===== src/rtl/ref_bank_loader.sv =====
// ref_bank_loader: ping-pong write sequencer filling two DEPTH-word reference banks.
// Optional REF_LOADER_STALL_CNT_EN adds a saturating stall_cnt output.
module ref_bank_loader #(
  parameter int PIXEL = 8,
  parameter int LANES = 8,
  parameter int DEPTH = 128,
  localparam int AW = $clog2(DEPTH),
  localparam int W = LANES * PIXEL
) (
  input  logic         clk,
  input  logic         rst_n,
  input  logic         start,
  input  logic         flush,
  input  logic         src_valid,
  input  logic [W-1:0] src_data,
  output logic         src_ready,
  output logic         beg_en,
  output logic [W-1:0] ref_in,
  output logic         Bank_sel,
  output logic [AW-1:0] wr_addr,
  output logic [1:0]   bank_full,
  input  logic [1:0]   bank_release,
  output logic         busy
`ifdef REF_LOADER_STALL_CNT_EN
  ,
  output logic [15:0]  stall_cnt
`endif
);
  typedef enum logic [1:0] {IDLE, FILL, WAIT} state_t;
  state_t state_q, state_d;
  logic [AW-1:0] cnt_q, cnt_d, wr_addr_q;
  logic sel_q, sel_d, beg_en_q, bank_sel_q, acc, last;
  logic [1:0] full_q, full_d;
  logic [W-1:0] ref_in_q;
  always_comb begin
    src_ready = state_q == FILL && !full_q[sel_q];
    acc = src_valid && src_ready && !flush;
    last = acc && cnt_q == AW'(DEPTH - 1);
    // set after release: a completing bank stays full even if released this cycle
    full_d = flush ? 2'b00 : (full_q & ~bank_release) | (last ? 2'b01 << sel_q : 2'b00);
    sel_d = flush ? 1'b0 : sel_q ^ last;
    cnt_d = flush ? '0 : cnt_q + AW'(acc);
    state_d = flush ? IDLE :
              state_q == IDLE ? (start ? FILL : IDLE) :
              state_q == FILL ? ((last && full_d[~sel_q]) ? WAIT : FILL) :
              (full_d[sel_q] ? WAIT : FILL);
  end
  always_ff @(posedge clk or negedge rst_n) begin
    if (!rst_n) begin
      state_q <= IDLE;
      cnt_q <= '0;
      sel_q <= 1'b0;
      full_q <= 2'b00;
      beg_en_q <= 1'b0;
      ref_in_q <= '0;
      bank_sel_q <= 1'b0;
      wr_addr_q <= '0;
    end else begin
      state_q <= state_d;
      cnt_q <= cnt_d;
      sel_q <= sel_d;
      full_q <= full_d;
      beg_en_q <= acc;
      if (acc) begin
        ref_in_q <= src_data;
        bank_sel_q <= sel_q;
        wr_addr_q <= cnt_q;
      end
    end
  end
  assign beg_en = beg_en_q;
  assign ref_in = ref_in_q;
  assign Bank_sel = bank_sel_q;
  assign wr_addr = wr_addr_q;
  assign bank_full = full_q;
  assign busy = state_q != IDLE;
`ifdef REF_LOADER_STALL_CNT_EN
  logic [15:0] stall_q, stall_d;
  always_comb begin
    stall_d = flush ? 16'h0 :
              (stall_q != 16'hFFFF && (state_q == WAIT || (state_q == FILL && src_valid && !src_ready))) ?
              stall_q + 16'h1 : stall_q;
  end
  always_ff @(posedge clk or negedge rst_n) begin
    if (!rst_n) stall_q <= 16'h0;
    else stall_q <= stall_d;
  end
  assign stall_cnt = stall_q;
`endif
endmodule


===== config.mk =====
export PLATFORM = sky130hd
export DESIGN_NAME = ref_bank_loader
export DESIGN_NICKNAME = d
export VERILOG_FILES = /design/src/rtl/ref_bank_loader.sv
export SDC_FILE = /design/constraint.sdc
export NUM_CORES = 1
export LEC_CHECK = 0
export CORE_UTILIZATION = 44
export CTS_BUF_LIST = sky130_fd_sc_hd__clkbuf_4
export CTS_CLUSTER_SIZE = 24
export DETAILED_ROUTE_END_ITERATION = 8
export PLACE_DENSITY = 0.86
export SLEW_MARGIN = 20
export SYNTH_ARGS = -nofsm -noshare
export SYNTH_HDL_FRONTEND = slang
export SYNTH_SLANG_ARGS = --single-unit

===== constraint.sdc =====
create_clock -name clk -period 3 [get_ports clk]
set_clock_uncertainty 0.15 [all_clocks]
set_input_delay 0.45 -clock clk [delete_from_list [all_inputs] [get_ports clk]]
set_output_delay 0.45 -clock clk [all_outputs]
set_load 0.005 [all_outputs]

# Word-level counts from Yosys, hierarchy flattened
# Index checks and enable logic that the tools add are counted.
[totals]
rom_bits = 0
inputBits = 71
memories = 0
out_inout_bits = 77
ramBits = 0
latch_bits = 0
reg_bits = 85
elab_cells = 44
[classes]
mux = 16
multipliers = 0
n_reduce_logical = 9
n_eq_ne = 2
add_sub_neg = 1
shifts = 1
div = 0
order_cmp = 2
n_bitwise = 5
[op_table]
columns = ["op", "n"]
rows = [
  ["2-to-1 mux 2 bit", 7],
  ["2-to-1 mux 1 bit", 8],
  ["adder 7 x 1 -> 7 bit", 1],
  ["== test 7 bit, second input constant", 1],
  ["2-to-1 mux 7 bit", 1],
  ["logical AND 1 bit", 5],
  ["less-than comparator 1 x 2 -> 1 bit, second input constant", 2],
  ["AND 2 bit", 1],
  ["== test 2 x 1 -> 1 bit, second input constant", 1],
  ["zero test 1 bit", 2],
  ["zero test 2 bit", 1],
  ["inverter 2 bit", 1],
  ["OR 2 bit", 1],
  ["nonzero test 2 bit", 1],
  ["<< shifter 1 x 1 -> 2 bit, first input constant", 1],
  ["inverter 1 bit", 1],
  ["bitwise XOR 1 bit", 1],
]

# Longest topological paths before layout
# Gate-level depths: netlist (run 1).
[logic_depth]
depth_word = 17
mapped_depth = 10
depth_no_buf = 8

# Least setup slack after synthesis (run 1)
# Ideal clock, no wire load.
[synth_timing]
path_type = "input-to-reg"
from = "input flush"
to = "register state_q[0]"
slack_ns = 0.661
cell_stages = 9
t_arrival_ns = 2.043
n_path_buf = 2
required_ns = 2.704
setup_ns = 0.146
path_cell_list = "nor3b_2 nand3_1 buf_4 buf_6 nor2_1 ha_1 o31ai_1 a2111oi_0 nor4_1"
[synth_between]
elab_chain_cells = 13
word_cells_on_any_way = 16
cone_classes = "mux (11); bitwise (1); reduce/logical (4)"
[synth_rtl]
columns = ["item", "line", "text"]
rows = [
  ["start: declaration", "13", "input logic flush,"],
  ["zero test 1 bit", "37", "acc = src_valid && src_ready && !flush;"],
  ["logical AND 1 bit", "37", ""],
  ["logical AND 1 bit", "38", "last = acc && cnt_q == AW'(DEPTH - 1);"],
  ["2-to-1 mux 2 bit", "40", "full_d = flush ? 2'b00 : (full_q & ~bank_release) | (last ? 2'b01 << sel_q : 2'b00);"],
  ["OR 2 bit", "40", ""],
  ["2-to-1 mux 2 bit", "40", ""],
  ["2-to-1 mux 1 bit (not written as such) (2 in series)", "45", "state_q == FILL ? ((last && full_d[~sel_q]) ? WAIT : FILL) :"],
  ["logical AND 1 bit", "45", ""],
  ["2-to-1 mux 2 bit (2 in series)", "45", ""],
  ["2-to-1 mux 2 bit", "44", "state_q == IDLE ? (start ? FILL : IDLE) :"],
  ["2-to-1 mux 2 bit *", "43", "state_d = flush ? IDLE :"],
  ["net state_d[0]", "30", "state_t state_q, state_d;"],
  ["end signal: assignment", "59", "state_q <= state_d;"],
  ["end: declaration", "30", ""],
]
# Mark *: on every way through the listed nets, which the timed path passes. The rest lies on a longest branch. The select of a mux whose other input is x is not followed.
# A chain may end at the register's enable or synchronous reset.

# Worst setup path in the final report (run 1)
[layout_timing]
from = "register sel_q"
to = "output src_ready"
[layout_between]
elab_chain_cells = 4
[layout_rtl]
columns = ["item", "line", "text"]
rows = [
  ["start: declaration", "32", "logic sel_q, sel_d, beg_en_q, bank_sel_q, acc, last;"],
  ["start signal: assignment", "61", "sel_q <= sel_d;"],
  ["2-to-1 mux 1 bit (not written as such) (2 in series)", "36", "src_ready = state_q == FILL && !full_q[sel_q];"],
  ["zero test 1 bit", "36", ""],
  ["logical AND 1 bit", "36", ""],
  ["end: declaration", "16", "output logic src_ready,"],
]
# No other way between the ends. The select of a mux whose other input is x is not followed.

==> results of run 1 <==
through the flow:
| step | setup slack [ps] | total power, uW |
|---|---|---|
| floorplan | 661 | 1770 |
| detailed placement | 245 | 2340 |
| CTS | 434 | 2890 |
| global route | 369 | 3010 |
| finish | 459 | 2850 |
| global placement | 384 | 2310 |
cells in the final DEF (no fill, tap or decap), types with 3 or more instances in the layout:
cell type and instances:
dfrtp_1 85, inv_1 4, nand2_1 3, buf_4 3
mux2_2 25, xor2_1 4, nor2b_1 3, clkdlybuf4s50_1 146
mux2_4 46, clkbuf_4 10, ha_1 4, nor2_1 11
clkinv_2 3
sequential cells by signal, summed over array words and instances, names as in the netlist:
register / flops
sel_q: 1
wr_addr: 7
ref_in: 64
bank_full: 2
cnt_q: 7
state_q: 2
beg_en: 1
Bank_sel: 1
layer usage:
metal	share of wire [%]	track usage, %
met1	42	24.3
met2	51	32.9
met3	5.3	3.77
met4	1.9	8.33
met5	0	0
cell usage after synthesis:
master and count:
dfrtp_1 85, mux2_4 46, mux2_2 25, nor2_1 11, buf_6 5, ha_1 4
inv_1 4, xor2_1 4, nand2_1 3, nor2b_1 3, a21oi_1 2, buf_2 2
nand3_1 2, nand4_1 2, o31ai_1 2, a2111oi_0 1, a21o_1 1, and2_1 1
and3b_1 1, and4_1 1, buf_4 1, clkbuf_1 1, mux2i_1 1, nor3b_2 1
nor4_1 1, o21ai_0 1, or2_2 1, xnor2_1 1
critical path: stages (launching register included):
cell             delay, ps
dfrtp_1                460
mux2i_1                360
and3b_1                210
clkdlybuf4s50_1        500
worst max-delay path by stage:
stage               startpoint    endpoint  slack (ps)  cells after the start
global placement         flush    cnt_q[6]         380                     10
CTS                      sel_q   src_ready         430                      3
detailed placement       flush  state_q[0]         240                      8
finish                   sel_q   src_ready         460                      3
floorplan                flush  state_q[0]         660                      9
global route             sel_q   src_ready         370                      3
power by group:
group	leakage [uW]	total [uW]	internal (uW)	switching [uW]
sequential	0.00105	1450	1340	106
clock	0.0000610	534	170	363
combinational	0.00128	863	641	222
logic make-up after synthesis:
family          Yosys count  synth area share, %
simple gates             27                 4.09
buf+inv                  13                 2.66
fa+ha+maj                 4                 1.44
mux                      72                 28.2
compound gates            7                 1.33
flops                    85                 61.0
xor+xnor                  5                 1.26
final cells by class:
cell class | instances | share of cell area (%)
clock buffer | 10 | 1.46
clock inverter | 6 | 0.582
inverter | 4 | 0.291
multi-input combinational | 115 | 24.8
sequential | 85 | 41.2
tap | 102 | 2.47
timing repair buffer | 151 | 29.2
repair_timing:
action / in CTS / in global routing
endpoints found under the setup margin: 0 / 0
hold endpoints to repair: 0 / 68
hold buffers: 0 / 1
==> impl_metrics.toml, run 1 <==
[cts]
cts_sinks = 85
root_buffer = "clkbuf_4"
cts_buffer_depth = 2
path_clk_slew_ps = 120
postCtsSetupBuffers = 0
cts_made_buffers = 9
clk_latency_ps = 410
htreeDepth = 3
cts_resized = 0
cts_tree = "built"

[synth]
synth_top_cell_area_share_pct = 61.0
synth.avg_cell_area_sq_um = 16.4
ys_seq_area_share_pct = 61.0
synth.area.top_cells = "dfrtp_1 (61%), mux2_4 (20%), mux2_2 (8.1%)"
synthCells = 213
ys_types = 28
synth_nets = 288
yosysTopAreaCell = "dfrtp_1"
yosys_warnings = 0
netlist_area_sq_um = 3480
ys_ff_latch = 85

[critical_path]
worstPathRequired_ps = 2400
cp_max_fo = 5
cp_data_arrival_time_ps = 1940
rrSetupSlack_ps = 590
end_kind = "output pin"
reg2reg_from = "sel_q"
worst_r2r_endpoint = "state_q[0]"
ff2ff_path_depth = 7
cp-start-kind = "flop"
worstSetupPathType = "reg2out"

[final_layout]
area_delta_synth_final_pct = 48.0
fillers = 573
finalNonFillerCells = 473
drive_gt1_share_pct = 24.8
final_util_pct = 67.1
fin_area_sq_um = 5160
final_net_count = 441
regArea_sq_um = 2130
multi_input_area_sq_um = 1280
antenna-diode-count = 0

[min_path]
hold_path.startpoint = "Bank_sel"
hold_depth = 2
hold_path_class = "reg2reg"
min_to = "Bank_sel"

[die]
dieArea_sq_um = 8280
fp.dieW_um = 91.0
die_y_um = 91.0
rows = 32
initial_core_util_pct = 45.3
num_io_pins = 148
core_area_sq_um = 7690

[placement]
placed_cells = 456
portBuffers = 147
dpl_cell_area_sq_um = 5040
dp_hpwl_mm = 5.36
gp_congestion = 0.804

[timing]
worst_pin_slew_ps = 759
finalCriticalPeriod_ps = 2540
rsz0062_at_grt = "no"
holdWs_ps = 354
finalHoldViolCount = 0
setup_viol = 0
period_share_pct = 84.7
maxSlewHeadroom_pct = 49.4
maxSlewViolCount = 0
fmax_ghz = 0.394
final.setup.tns_ps = 0

[pwr]
powerDensity_nw_per_um2 = 552
power.leakage_uw = 0.00240
ir_drop_uv = 241

[routing]
firstDrtPassIters = 4
drtIter0Drc = 41
via_per_inst = 4.83
ant_nets = 0
wl_mm = 7.57
drc = 0
wire_per_inst_um = 16.0
num_vias = 2283

[global_routing]
grt_overflow = 0
grt_max_degree = 86
first_global_vias = 2389
track_usage_pct = 19.4
grt_pass1_wl_mm = 12.4
antenna_found_initial = 0

[run]
maxCapViolCount = 0

[status]
outcome = "finished, final reports clean"
No activity file was read; power rests on OpenSTA's default activity.
==> inputs of run 2 (changes only) <==
Settings changed: CORE_UTILIZATION 44 to 40, PLACE_DENSITY 0.86 to 0.82.
Clock period 3 ns to 2.1 ns, I/O delays scaled along.
==> impl_metrics.toml, run 2 (synthesized netlist as in run 1, its figures left out) <==
[cts]
cts_tree = "built"
cts_sinks = 85
htreeDepth = 3
root_buffer = "clkbuf_4"
path_clk_slew_ps = 140
cts_made_buffers = 9
clk_latency_ps = 410
cts_buffer_depth = 2

[timing]
final.setup.tns_ps = 0
holdWs_ps = 215
maxSlewViolCount = 0
finalHoldViolCount = 0
worst_pin_slew_ps = 432
period_share_pct = 96.7
fmax_ghz = 0.493
maxSlewHeadroom_pct = 71.2
setup_viol = 0
finalCriticalPeriod_ps = 2030

[die]
core_area_sq_um = 8340
num_io_pins = 148
dieArea_sq_um = 9090
fp.dieW_um = 95.3
die_y_um = 95.3
initial_core_util_pct = 41.8
rows = 33

[global_routing]
track_usage_pct = 16.8
first_global_vias = 2380
antenna_found_initial = 0
grt_pass1_wl_mm = 11.6
grt_overflow = 0
grt_max_degree = 43

[routing]
drc = 0
drtIter0Drc = 24
ant_nets = 0
via_per_inst = 4.76
wire_per_inst_um = 15.6
num_vias = 2327
wl_mm = 7.61
firstDrtPassIters = 4

[final_layout]
final_net_count = 454
layout_common_cells = "clkdlybuf4s50_1 (144), dfrtp_1 (85), mux2_4 (46)"
fillers = 622
multi_input_area_sq_um = 1330
largest_reg_flops = 64
drive_gt1_share_pct = 29.4
area_delta_synth_final_pct = 54.9
final_common_cell = "clkdlybuf4s50_1"
fin_area_sq_um = 5400
regArea_sq_um = 2130
antenna-diode-count = 0

[placement]
dpl_cell_area_sq_um = 5170
gp_congestion = 0.803
portBuffers = 147
dp_hpwl_mm = 5.36

[status]
outcome = "finished, final reports clean"

[critical_path]
cp-start-kind = "flop"
worstPathRequired_ps = 2260
worstSetupPathType = "reg2reg"
cp_data_arrival_time_ps = 2190
cp_max_fo = 4
end_kind = "flop"

[pwr]
ir_drop_uv = 418
powerDensity_nw_per_um2 = 807
power.leakage_uw = 0.00250

[min_path]
hold_path_class = "in2async"

[run]
maxCapViolCount = 0
==> run 2: critical path: stages (launching register included) <==
cell	delay, ps
dfrtp_1	440
and4_1	220
nand4_1	160
nor2_4	70
ha_1	200
buf_4	140
o31ai_2	220
a21oi_1	90
nor4_2	250
==> run 2: path summary, 6_finish.rpt <==
kind / startpoint / end / slack (ps) / cells past startpoint
max in group asynchronous: rst_n / ref_in[22] / 990 / 3
min in group clk: Bank_sel / Bank_sel / 340 / 2
max: cnt_q[4] / state_q[0] / 70 / 8
min: rst_n / ref_in[13] / 220 / 2
min reg2reg: Bank_sel / Bank_sel / 340 / 2
max reg2reg: cnt_q[4] / state_q[0] / 70 / 8
==> run 2: power by group <==
part | total, uW | internal [uW] | switching [uW]
clock network | 1050 | 495 | 552
registers | 2080 | 1920 | 154
logic | 1230 | 923 | 311
total | 4360 | 3340 | 1020
==> run 2: area by class of cell <==
| cell class | count | area share [%] |
|---|---|---|
| Inverter | 4 | 0.278 |
| Clock inverter | 6 | 1.62 |
| Sequential cell | 85 | 39.4 |
| Tap cell | 105 | 2.43 |
| Timing Repair Buffer | 164 | 30.3 |
| Clock buffer | 10 | 1.39 |
| Multi-Input combinational cell | 115 | 24.5 |
==> run 2: metal layers <==
metal | global-route usage (%) | up-vias | routed length, um
met3 | 4.47 | 8 | 586
met1 | 21.0 | 1154 | 3180
met2 | 28.2 | 92 | 3760
met5 | 0 | - | 0
li1 | - | 1073 | -
met4 | 5.68 | 0 | 78
==> run 2: timing repair <==
item,CTS,global route
hold buffers,1,0
pin swaps,1,1
endpoints found under the hold margin,31,0
setup buffers,1,3
gates resized for setup,2,4
setup endpoints to repair,1,3
==> run 2: stage by stage <==
step                      cells  setup WS (ps)  total power, uW  utilization [%]
after floorplan             213          -9.31             2530                -
after global placement      468           -147             3320             62.0
after detailed placement    468           -209             3350             62.0
after CTS                   486           9.07             4420             64.1
after global routing        489          -4.19             4600             64.7
final                       489           69.6             4360             64.7
==> patch: new RTL, settings of run 1 <==
Encoding of `state_t`: now one-hot (3 bits for 3 states).
--- a/src/rtl/ref_bank_loader.sv
+++ b/src/rtl/ref_bank_loader.sv
@@ -27,5 +27,5 @@
 `endif
 );
-  typedef enum logic [1:0] {IDLE, FILL, WAIT} state_t;
+  typedef enum logic [2:0] {IDLE = 3'b001, FILL = 3'b010, WAIT = 3'b100} state_t;
   state_t state_q, state_d;
   logic [AW-1:0] cnt_q, cnt_d, wr_addr_q;
Formal check against the unedited RTL: no difference found for any inputs over 10 cycles, from zero or initial values and one cycle with rst_n low; not proved beyond that.
==> patch against run 1 <==
  * Area after synthesis down 0.32%
  * Total power grew 6.6%
  * Final area is 0.34% lower
  * Sequential share of layout area up 0.65 points
  * Register-to-register slack got worse by 0.07 ns
  * Non-clock buffer count unchanged
  * Combinational power is 13% higher
  * Wire length shrank 1.6%
  * Sequential cell count up 1
  * Worst setup slack worse by 0.033 ns
==> patch: results <==
[timing]
tightest_slew_ns = 0.765

[synth]
syn-num-nets = 295
synthFlopType = "dfrtp_1"
ys_top_cells_by_count = "dfrtp_1 (85), mux2_2 (45), mux2_4 (26)"
ys_seq_area_share_pct = 62.0
synth_top_area_cell = "dfrtp_1"
yosys-top-cells-area = "dfrtp_1 (61%), mux2_2 (15%), mux2_4 (11%)"

[layout]
drive_gt1_share_pct = 24.4
fin_nets = 447
fill_cells = 578
diodes = 0

[setup_path]
crit_slowest_cell = "clkdlybuf4s50_1"
r2r-start = "state_q[2]$_DFF_PN0_"
r2r-end = "state_q[1]$_DFF_PN0_"
cp_top_family = "simple AND/OR/NAND/NOR gates"
cp_max_fo = 4
arrival_ns = 1.97
cp_slowest_stage_delay_ns = 0.54
r2r_slack_ns = 0.52

[clocking]
cts_resized = 0
clk_latency_ns = 0.40
htree_levels = 3
numCtsBuffers = 9

[global_route]
gr-usage-all-layers_pct = 19.2
grt_pass1_wl_mm = 12.4
grt_max_degree = 87
grt_pass1_vias = 2463

[hold_path]
min_path_cells = 2
min_from = "Bank_sel$_DFFE_PN0N_"

[placed_design]
gp_congestion = 0.815
pre_cts_ws_ns = 0.354
io_buffers = 147
dp_hpwl_mm = 5.41

[drt]
wirelength_mm = 7.44
vias = 2329
dr.pass1.iters = 4
first_iter_violations = 58

[pwr]
power.leakage_nw = 2.33
irDropWorstVdd_uv = 226

[run_status]
outcome = "completed"
[patch: cell type report]
cell class	instances	share of cell area, %
tap	102	2.48
inverter	3	0.219
clock buffer	10	1.46
timing repair buffer	151	29.3
sequential	86	41.9
clock inverter	6	0.560
multi-input combinational	121	24.1
[patch: logic make-up after synthesis]
family | after synthesis | synth area share, %
buffers and inverters | 13 | 2.45
AND/OR/NAND/NOR | 32 | 4.94
AO/OA/AOI/OAI | 8 | 1.84
flip-flops | 86 | 62.0
adder cells (fa/ha/maj) | 4 | 1.44
multiplexers | 71 | 25.8
XOR/XNOR | 6 | 1.51
[patch: worst max path at each step]
stage                      endpoint  slack, ns
4_1_cts                   src_ready       0.39
5_1_grt        state_q[2]$_DFF_PN0_       0.35
3_5_place_dp   state_q[2]$_DFF_PN0_       0.35
3_3_place_gp     cnt_q[4]$_DFF_PN0_       0.41
2_1_floorplan  state_q[1]$_DFF_PN0_       0.36
6_report                  src_ready       0.43
[patch: per-stage QoR]
step | cells | hold WS [ns] | power (mW) | instance area [µm²]
after CTS | 478 | 0.0951 | 3.08 | 5130
after global routing | 479 | 0.383 | 3.21 | 5140
after floorplan | 220 | 0.00441 | 1.86 | 3470
final | 479 | 0.351 | 3.04 | 5140
after detailed placement | 462 | 0.333 | 2.54 | 5020
after global placement | 462 | 0.315 | 2.51 | 5020
[patch: layer usage]
metal	global-route usage [%]	vias up	share of wire, %
met3	3.70	10	4.4
met4	6.61	0	1.5
met5	0	-	0
li1	-	1076	-
met2	32.2	89	50
met1	24.9	1154	44
[patch: tightest hold or removal path, stage by stage, from the launching register on]
cell and delay, ns:
dfrtp_1 0.37, nand2_1 0.05, o21ai_0 0.06
[patch: timing repair]
| action | CTS | global route |
|---|---|---|
| endpoints found under the hold margin | 0 | 48 |
| setup endpoints to repair | 0 | 0 |
| setup buffers | 0 | 0 |
| hold buffers | 0 | 1 |
[patch: power by group]
group / switching (mW) / total [mW] / leakage, nW / internal (mW)
Sequential: 0.129 / 1.53 / 1.08 / 1.40
Clock: 0.360 / 0.530 / 0.0587 / 0.170
Combinational: 0.247 / 0.972 / 1.20 / 0.725
